**config.mk**
```make
export PLATFORM = sky130hd
export DESIGN_NAME = coefficient_loader
export DESIGN_NICKNAME = d
export VERILOG_FILES = /design/src/rtl/coefficient_loader.sv
export SDC_FILE = /design/constraint.sdc
export NUM_CORES = 1
export LEC_CHECK = 0
export BUFFER_PORTS_ARGS = -buffer_cell sky130_fd_sc_hd__buf_2
export CAP_MARGIN = 25
export CELL_PAD_IN_SITES_DETAIL_PLACEMENT = 1
export CELL_PAD_IN_SITES_GLOBAL_PLACEMENT = 1
export CORE_MARGIN = 4
export CORE_UTILIZATION = 27
export DETAILED_ROUTE_END_ITERATION = 10
export GPL_TIMING_DRIVEN = 0
export PLACE_DENSITY_LB_ADDON = 0.1
export SLEW_MARGIN = 20
export SYNTH_ARGS = -nofsm -noshare
export SYNTH_HDL_FRONTEND = slang
export SYNTH_SLANG_ARGS = --single-unit
```
**constraint.sdc**
```tcl
create_clock -name clk -period 2.1 [get_ports clk]
set_input_delay 0.42 -clock clk [delete_from_list [all_inputs] [get_ports clk]]
set_output_delay 0.42 -clock clk [all_outputs]
set_load 0.02 [all_outputs]
```
**src/rtl/coefficient_loader.sv**
```systemverilog
// Streams one filter's MASK_WIDTH^2 coefficients from the coefficient ROM into the shift-write
// coefficient file, then flags the file valid. Optional feature macro: COEF_CHECKSUM_EN.
module coefficient_loader #(
    parameter int COFCNT_BIT     = 16,
    parameter int MASK_WIDTH     = 7,
    parameter int FILTER_SEL_BIT = 3,
    parameter int IDX_BIT        = 6
) (
    input  logic                              clk,
    input  logic                              reset,
    input  logic                              load_req,
    input  logic [FILTER_SEL_BIT-1:0]         load_sel,
    output logic                              load_ack,
    output logic                              busy,
    output logic                              done,
    output logic [FILTER_SEL_BIT-1:0]         active_sel,
    output logic                              coef_valid,
    output logic                              rom_rd_en,
    output logic [FILTER_SEL_BIT+IDX_BIT-1:0] rom_addr,
    input  logic [COFCNT_BIT-1:0]             rom_data,
    output logic                              cf_wr_en,
    output logic [COFCNT_BIT-1:0]             cf_wr_data
`ifdef COEF_CHECKSUM_EN
    ,
    output logic [COFCNT_BIT+IDX_BIT-1:0]     checksum
`endif
);

    localparam int                 N        = MASK_WIDTH * MASK_WIDTH;
    localparam logic [IDX_BIT-1:0] LAST_IDX = IDX_BIT'(N - 1);

    localparam logic [1:0] IDLE  = 2'd0;
    localparam logic [1:0] FETCH = 2'd1;
    localparam logic [1:0] FLUSH = 2'd2;

    logic [1:0]         state;
    logic [IDX_BIT-1:0] idx;
    logic               accept;

    assign accept    = (state == IDLE) && load_req;
    assign busy      = (state != IDLE);
    assign rom_rd_en = (state == FETCH);
    assign rom_addr  = {active_sel, idx};

    // The ROM output is already registered and lines up with the delayed read strobe;
    // gating keeps the write bus at zero whenever no write is taking place.
    assign cf_wr_data = cf_wr_en ? rom_data : '0;

    always_ff @(posedge clk) begin
        if (reset) begin
            state      <= IDLE;
            idx        <= '0;
            active_sel <= '0;
            load_ack   <= 1'b0;
            done       <= 1'b0;
            cf_wr_en   <= 1'b0;
            coef_valid <= 1'b0;
        end else begin
            load_ack <= accept;
            done     <= (state == FLUSH);
            cf_wr_en <= (state == FETCH);
            case (state)
                IDLE: begin
                    if (load_req) begin
                        active_sel <= load_sel;
                        idx        <= '0;
                        state      <= FETCH;
                    end
                end
                FETCH: begin
                    // Issuing index 0 now means its write lands next cycle: drop valid with it.
                    if (idx == '0) begin
                        coef_valid <= 1'b0;
                    end
                    if (idx == LAST_IDX) begin
                        state <= FLUSH;
                    end else begin
                        idx <= idx + 1'b1;
                    end
                end
                FLUSH: begin
                    state      <= IDLE;
                    coef_valid <= 1'b1;
                end
                default: begin
                    state <= IDLE;
                end
            endcase
        end
    end

`ifdef COEF_CHECKSUM_EN
    // Accept and a write never coincide: the last write happens in the flush cycle.
    always_ff @(posedge clk) begin
        if (reset) begin
            checksum <= '0;
        end else if (accept) begin
            checksum <= '0;
        end else if (cf_wr_en) begin
            checksum <= checksum + {{IDX_BIT{1'b0}}, cf_wr_data};
        end
    end
`endif

endmodule

```
* Yosys cells after proc, flatten, opt, wreduce, memory -nomap -nowiden *
Index checks and enable logic that the tools add are counted.
Widths: inputs -> output; s select.

storage, ports and cells
  input bits = 22
  word-level logic and storage cells = 34
  flip-flop bits (word level) = 15

cells by class
  mux-type cells = 9
  equality and inequality tests = 7
  reductions and logical operators = 10
  add/subtract/negate cells = 1

operators with widths
  kind                 count
  $mux 16              1
  $mux 6               2
  $pmux 6 s2           1
  $add 6x1->6 const B  1
  $eq 6x6->1 const B   1
  $logic_not 6->1      1
  $reduce_and 2->1     3
  $reduce_bool 2->1    3
  $mux 2               2
  $ne 2x1->1 const B   2
  $ne 2x2->1 const B   2
  $pmux 2 s2           1
  $reduce_and 3->1     1
  $eq 2x1->1 const B   1
  $eq 2x2->1 const B   1
  $logic_not 2->1      1
  $pmux 1 s2           1
  $logic_and 1x1->1    1
  $mux 1               1

* Logic depth before layout (Yosys ltp) *
Gate-level depths: netlist of run 1.

  depth in word-level cells = 3
  gate-level depth with buffers = 6
  gate-level depth less buffers = 6

* Worst setup path before layout of run 1 *
OpenSTA, ideal clock, no wires.

  kind = reg-to-reg
  from = register idx[0]
  to = register idx[2]
  setup time = 0.115 ns
  arrival = 1.515 ns
  slack = 0.470 ns
  stages on the path, launching flop included = 7
  buffers on the path = 0
  path through = dfxtp_1 inv_1 ha_1 or3b_4 o221a_4 a21oi_1 o21ba_1

on the way
  longest elaborated chain between the ends = 3
  elaborated cells on any way between the ends = 6
  those cells by class = add/sub (1); eq/ne (2); mux (2); reduce/logical (1)

ends and longest elaborated chain
  item                                            line    text
  start, declared                                 37      logic [IDX_BIT-1:0] idx;
  start signal, assigned                          78      idx <= idx + 1'b1;
  $add 6x1->6 or $eq 6x6->1 (tied branches)       78, 75
  $mux 6 or $ne 2x2->1 (tied branches)            -
  $pmux 6 s2 or $reduce_and 3->1 (tied branches)  -

Parallel ways exist; a longest one is shown, timed or not. The select of a mux whose other input is x is not followed.
A chain may end at the register's enable or synchronous reset.

* Worst setup path in the final report of run 1 *
  from = register cf_wr_en
  to = output cf_wr_data[7]

on the way
  longest elaborated chain between the ends = 1

ends and longest elaborated chain
  item                    line  text
  start, declared         21    output logic cf_wr_en,
  start signal, assigned  61    cf_wr_en <= (state == FETCH);
  $mux 16                 47    assign cf_wr_data = cf_wr_en ? rom_data : '0;
  end, declared           22    output logic [COFCNT_BIT-1:0] cf_wr_data

Every way passes these cells.

==> metrics.cfg, run 1 <==
[power_and_ir_drop]
switchingPower_mw=0.171
internal_power_mw=0.427
swShare_pct=28.6
power_mw=0.598
power_frac_seq_pct=50.8
p_clk_share_pct=27.0
ir_drop_v=0.000347
combPwrFrac_pct=22.1
power.density_mw_per_mm2=539
total_leakage_power_nw=0.612

[global_routing]
gr-usage-all-layers_pct=10.8
antenna_found_initial=0
grt_pass1_wl_mm=3.01
first_global_vias=690
grt-ovfl-total=0
grt_max_degree=11

[final_layout]
syn_to_final_growth_pct=44.3
drive_above_1_share_pct=47.2
antenna_cells=0
nets=167

[worst_setup_path]
critPathCaptureType=output pin
critPathMaxFanout=10
reg2reg_to=idx[2]
critPathKind=flop to output pin
critPathLaunchType=flop
arrival_ns=1.28
startpoint=cf_wr_en
ff2ff_path_depth=6
r2r_slack_ns=0.44
r2r_start=idx[1]
cp-endpoint=cf_wr_data[7]
worstPathRequired_ns=1.68

[place]
portBuffers=55
place.gp.congestion=0.769
post-dp-hpwl_mm=1.79

[clocking]
post_cts_buffers=0
holdBufCountCts=0
cts_tree=yes
ctsLongestPathBuffers=2
cts_htree_levels=1
cts_resized=0
insertion_delay_ns=0.27
root_buffer=clkbuf_4
numCtsBuffers=3
cts.reportedPaths.clkPinSlew_ns=0.09
clkSinkCount=15

[detailed_routing]
drc=0
avgRoutedWirePerCell_um=12.4
firstDrtPassIters=4
ant_nets=0
finalWirelength_mm=2.14
viasPerCell=4.64
dr_total_vias=802
drtIter0Drc=6

[timing]
relSlewSlack_pct=77.5
maxSlewViolCount=0
rsz0062_at_grt=no
max_freq_ghz=0.589
skew_ns=0.00220
tightest_slew_ns=0.337
finalCriticalPeriod_ns=1.70
fin_crit_sh_pct=80.8
setup_tns_ns=0
hold_viol=0
setup_violations=0

[job]
cap_violations=0

[floorplanning]
ios=56
dieHeight_um=61.3
rows=19
initial_core_util_pct=28.1
die_w_um=61.3
core_area_sq_mm=0.00273
die-area_sq_mm=0.00376

[logic_synthesis]
synth_cell_types=29
syn_nets=107
ys_warn_count=0
yosysTopAreaCell=dfxtp_1
avgSynthCellArea_sq_um=9.26
synth_top_area_share_pct=39.1
yosys_register_bits=15
yosysSeqAreaShare_pct=39.1
syn_inst=83
ys.flop_type=dfxtp_1
synth-edff-count=0
syn_area_sq_um=768
synth.area.top_cells=dfxtp_1, and2_1, mux2i_1
async_reset_ff_share_pct=0

[outcome]
status=finished, final reports clean

[hold_path]
min_from=load_sel[1]
holdCritPathClass=input port to flop
whs_path_depth=3

-- area by class of cell --
cell class                      instances  area [sq um]
Fill cell                             348          1630
Multi-Input combinational cell         58           415
Sequential cell                        15           300
Timing Repair Buffer                   55           275
Tap cell                               31          38.8
Buffer                                  5          33.8
Clock buffer                            4          26.3
Inverter                                5          18.8
-- critical path, cell delays in order, from the launching register on --
cell,delay [ns]
dfxtp_1,0.42
clkbuf_1,0.25
and2_1,0.18
buf_2,0.16
-- power groups by stage --
stage	Combinational [mW]	Sequential, mW	Clock, mW
2_1_floorplan	0.0734	0.318	0
3_3_place_gp	0.132	0.309	0
3_5_place_dp	0.135	0.311	0
4_1_cts	0.135	0.304	0.171
5_1_grt	0.145	0.306	0.190
6_report	0.132	0.304	0.162
-- kinds of logic after synthesis --
group	count (synthesis)	share of synthesized area [%]
AOI/OAI and AO/OA	13	14.7
adders and majority gates	2	3.26
DFF	15	39.1
buffers and inverters	10	6.84
and+or+nand+nor	37	28.3
xor gates and xnor gates	1	1.14
muxes	5	6.68
-- sequential cells by signal (all words and copies together) (netlist names) --
register	flops
load_ack	1
done	1
idx	6
coef_valid	1
active_sel	3
state	2
cf_wr_en	1
-- cell usage after synthesis, types with 2 or more instances --
cell,number
nand2_1,2
ha_1,2
a21oi_1,3
buf_4,4
nor3_1,4
inv_1,5
dfxtp_1,15
nor2_1,6
nand3_1,2
mux2i_1,4
a22o_1,3
and2_1,16
-- metrics by stage --
stage | utilization [%] | worst slack (ns) | instances | hold slack [ns] | instance area [sq um]
after floorplan | - | 0.470 | 83 | 0.494 | 768
after global placement | 39.6 | 0.460 | 169 | 0.465 | 1080
after detailed placement | 39.6 | 0.442 | 169 | 0.484 | 1080
after CTS | 40.5 | 0.338 | 173 | 0.372 | 1110
after global routing | 40.5 | 0.217 | 173 | 0.385 | 1110
final | 40.5 | 0.402 | 173 | 0.376 | 1110
-- placed cells by master (no fill, tap or decap), types with 3 or more instances in the layout --
master / synthesis / routed
nor2_1: 6 / 6
and2_1: 16 / 16
buf_4: 4 / 4
dfxtp_1: 15 / 15
clkbuf_4: 0 / 3
mux2i_1: 4 / 4
buf_2: 0 / 55
nor3_1: 4 / 4
a21oi_1: 3 / 3
a22o_1: 3 / 3
inv_1: 5 / 5
-- routing by layer --
| layer | vias up | wire (um) | global-route usage (%) |
|---|---|---|---|
| met4 | 0 | 0 | 2.73 |
| met3 | 0 | 261 | 3.14 |
| met5 | - | 0 | 0 |
| met1 | 369 | 829 | 13.4 |
| li1 | 399 | - | - |
| met2 | 34 | 1050 | 18.3 |
-- how the worst min path moves through the flow --
| stage | to | slack [ns] |
|---|---|---|
| 6_report | active_sel[1] | 0.38 |
| 5_1_grt | active_sel[1] | 0.39 |
| 4_1_cts | active_sel[1] | 0.37 |
| 3_5_place_dp | coef_valid | 0.48 |
| 3_3_place_gp | coef_valid | 0.47 |
| 2_1_floorplan | done | 0.49 |
Note: power is estimated with default switching activity, not from simulation.
==> run 2, diff against run 1 <==
--- a/config.mk
+++ b/config.mk
@@ -5,12 +5,13 @@
 export SDC_FILE = /design/constraint.sdc
 export NUM_CORES = 1
 export LEC_CHECK = 0
+export ABC_AREA = 1
 export BUFFER_PORTS_ARGS = -buffer_cell sky130_fd_sc_hd__buf_2
 export CAP_MARGIN = 25
 export CELL_PAD_IN_SITES_DETAIL_PLACEMENT = 1
 export CELL_PAD_IN_SITES_GLOBAL_PLACEMENT = 1
 export CORE_MARGIN = 4
-export CORE_UTILIZATION = 27
+export CORE_UTILIZATION = 26
 export DETAILED_ROUTE_END_ITERATION = 10
 export GPL_TIMING_DRIVEN = 0
 export PLACE_DENSITY_LB_ADDON = 0.1
==> constraint.sdc (replaced) <==
create_clock -name clk -period 1.7 [get_ports clk]
set_input_delay 0.34 -clock clk [delete_from_list [all_inputs] [get_ports clk]]
set_output_delay 0.34 -clock clk [all_outputs]
set_load 0.02 [all_outputs]
==> run 2 against run 1 <==
  * Synthesized cell count up 54%
  * Final cell count up 32%
  * Die area up 11%
  * Clock-buffer cell count down 1
  * Clock power up 24%
  * Sequential share of layout area down 1.6 points
  * Wire length up 14%
  * Largest power group unchanged
  * Highest routed layer is now met4
==> metrics.cfg, run 2 <==
[worst_setup_path]
arrival_ns=1.15  ; -0.13 ns
cp_slowest_cell=dfxtp_2
critPathKind=flop to output pin
critical_path.max_stage_delay_ns=0.40  ; -0.02 ns
critPathLaunchType=flop
crit_chain=buf_4, nand2_1, inv_1, buf_2
critPathCaptureType=output pin
ff2ff_path_depth=7  ; +1
r2r_slack_ns=0.43  ; about the same
worstPathRequired_ns=1.36  ; -0.32 ns
critPathMaxFanout=10  ; unchanged

[final_layout]
seq_area_sq_um=302  ; +0.42%
largest_reg_flops=6  ; unchanged
syn_to_final_growth_pct=42.5
largest_registers=idx: 6 flops, active_sel: 3 flops, state: 2 flops
multi_input_area_sq_um=385  ; -7.2%
final_cell_mix=buf_2, nand2_1, inv_1
nFillCells=445  ; +28%
mostFrequentLayoutCell=buf_2
nets=210  ; +26%
drive_above_1_share_pct=39.5  ; -7.7 points
regMostFlops=idx
fin_area_sq_mm=0.00118  ; +6.8%
antenna_cells=0  ; unchanged

[clocking]
root_buffer=clkbuf_4
post_cts_buffers=0  ; unchanged
cts_htree_levels=1  ; unchanged
numCtsBuffers=3  ; unchanged
cts.reportedPaths.clkPinSlew_ns=0.09  ; about the same
cts_tree=yes
ctsLongestPathBuffers=2  ; unchanged
clkSinkCount=15  ; unchanged
insertion_delay_ns=0.28  ; about the same

[global_routing]
antenna_found_initial=0  ; unchanged
gr-usage-all-layers_pct=12.0  ; +1.2 points
grt_max_degree=11  ; unchanged
grt-ovfl-total=0  ; unchanged
grt_pass1_wl_mm=4.09  ; +36%
first_global_vias=934  ; +35%

[power_and_ir_drop]
p_clk_share_pct=26.4  ; -0.6 points
swShare_pct=31.5  ; +3.0 points
internal_power_mw=0.520  ; +22%
combPwrFrac_pct=24.3  ; +2.2 points
power_frac_seq_pct=49.3  ; -1.5 points
switchingPower_mw=0.240  ; +40%
ir_drop_v=0.000475  ; +37%
total_leakage_power_nw=0.781  ; +28%
power.density_mw_per_mm2=642  ; +19%
power_mw=0.760  ; +27%

[floorplanning]
die-area_sq_mm=0.00416  ; +11%
initial_core_util_pct=27.2  ; -0.89 points
core_area_sq_mm=0.00305  ; +12%
dieHeight_um=64.5  ; +5.2%
rows=20  ; +1
die_w_um=64.5  ; +5.2%
ios=56  ; unchanged

[timing]
skew_ns=0.00507  ; +0.00286 ns
max_freq_ghz=0.673
tightest_slew_ns=0.323  ; -0.0133 ns
hold_viol=0  ; unchanged
rsz0062_at_grt=no
relSlewSlack_pct=78.4  ; +0.89 points
setup_violations=0  ; unchanged
maxSlewViolCount=0  ; unchanged
finalCriticalPeriod_ns=1.49
fin_crit_sh_pct=87.4
setup_tns_ns=0  ; unchanged

[hold_path]
whs_path_depth=3  ; unchanged
holdCritPathClass=input port to flop

[detailed_routing]
drc=0  ; unchanged
drtIter0Drc=26  ; +20
firstDrtPassIters=4  ; unchanged
dr_total_vias=959  ; +20%
ant_nets=0  ; unchanged
viasPerCell=4.19  ; -9.7%
avgRoutedWirePerCell_um=10.6  ; -14%
finalWirelength_mm=2.43  ; +14%

[logic_synthesis]
syn_nets=152  ; +42%
yosysSeqAreaShare_pct=36.1  ; -2.9 points
synth_common_cells=nand2_1, inv_1, dfxtp_1, nor2_1, nand3_1
syn_area_sq_um=831  ; +8.1%
yosys_register_bits=15  ; unchanged
avgSynthCellArea_sq_um=6.49  ; -30%
yosysMostFrequentCell=nand2_1
synth_top_area_share_pct=36.1  ; -2.9 points
yosysTopAreaCell=dfxtp_1
synth_cell_types=22  ; -24%
ys.flop_type=dfxtp_1
ys_warn_count=0  ; unchanged
syn_inst=128  ; +54%
synth-edff-count=0  ; unchanged
async_reset_ff_share_pct=0  ; unchanged
synth.area.top_cells=dfxtp_1, nand2_1, inv_1

[place]
portBuffers=54  ; -1.8%
place.gp.congestion=0.703  ; -8.6%
post_dp_cell_area_sq_mm=0.00116  ; +6.8%
post-dp-hpwl_mm=2.02  ; +13%

[job]
cap_violations=0  ; unchanged

[outcome]
status=finished, final reports clean

run 2: changes by cell type after synthesis, moves of 3 or more:
cell,delta
nor2_1,+5
o21ai_0,+6
mux2i_1,-4
a22o_1,-3
nand2_1,+33
and2_1,-16
inv_1,+22
nand3_1,+5
run 2: worst paths after layout:
path | from | to
hold / removal | load_sel[0] | active_sel[0]
setup reg to reg | idx[0] | idx[5]
hold reg to reg | state[1] | done
setup / recovery | cf_wr_en | cf_wr_data[12]
run 2: cell type report:
class	instances	area share, %
plain buffers	5	2.96
multi-input cells	78	32.6
well taps	44	4.65
repair buffers	54	22.8
clock inverters	1	0.423
flip-flops and latches	15	25.5
inverters	29	9.20
clock buffers	3	1.90
run 2: repair_timing:
action                     4_1_cts  5_1_grt
setup endpoints to repair       10        1
resized for setup                1        1
hold buffers                     0        0
run 2: critical path, delay by kind of cell (launching register included):
family | cells | cell delay (ns)
flops | 1 | 0.40
buf+inv | 3 | 0.39
simple gates | 1 | 0.07
run 2: cell families (layout without fill, tap and decap cells):
family | after synthesis | in the layout | synth area share [%]
and+or+nand+nor | 65 | 65 | 36.6
AOI/OAI and AO/OA | 11 | 11 | 6.78
adders and majority gates | 2 | 2 | 3.01
DFF | 15 | 15 | 36.1
buffers and inverters | 35 | 92 | 17.5
run 2: through the flow:
stage	setup WS (ns)	utilization, %	hold WS [ns]	std cells
4_1_cts	0.0945	38.7	0.300	229
3_5_place_dp	0.270	37.9	0.473	226
3_3_place_gp	0.312	37.9	0.467	226
5_1_grt	0.0915	38.8	0.315	229
2_1_floorplan	0.312	-	0.452	128
6_report	0.214	38.8	0.304	229
run 2: per-layer routing:
layer / global-route usage, % / wire [um]
met5: 0 / 0
met4: 2.90 / 14
met3: 3.99 / 194
met2: 21.6 / 1170
met1: 13.5 / 1060
run 2: power groups by stage:
stage | sequential (mW) | clock, mW | combinational, mW
after floorplan | 0.393 | 0 | 0.104
after global placement | 0.380 | 0 | 0.186
after detailed placement | 0.381 | 0 | 0.190
after CTS | 0.375 | 0.217 | 0.188
after global routing | 0.378 | 0.235 | 0.204
final | 0.374 | 0.201 | 0.184
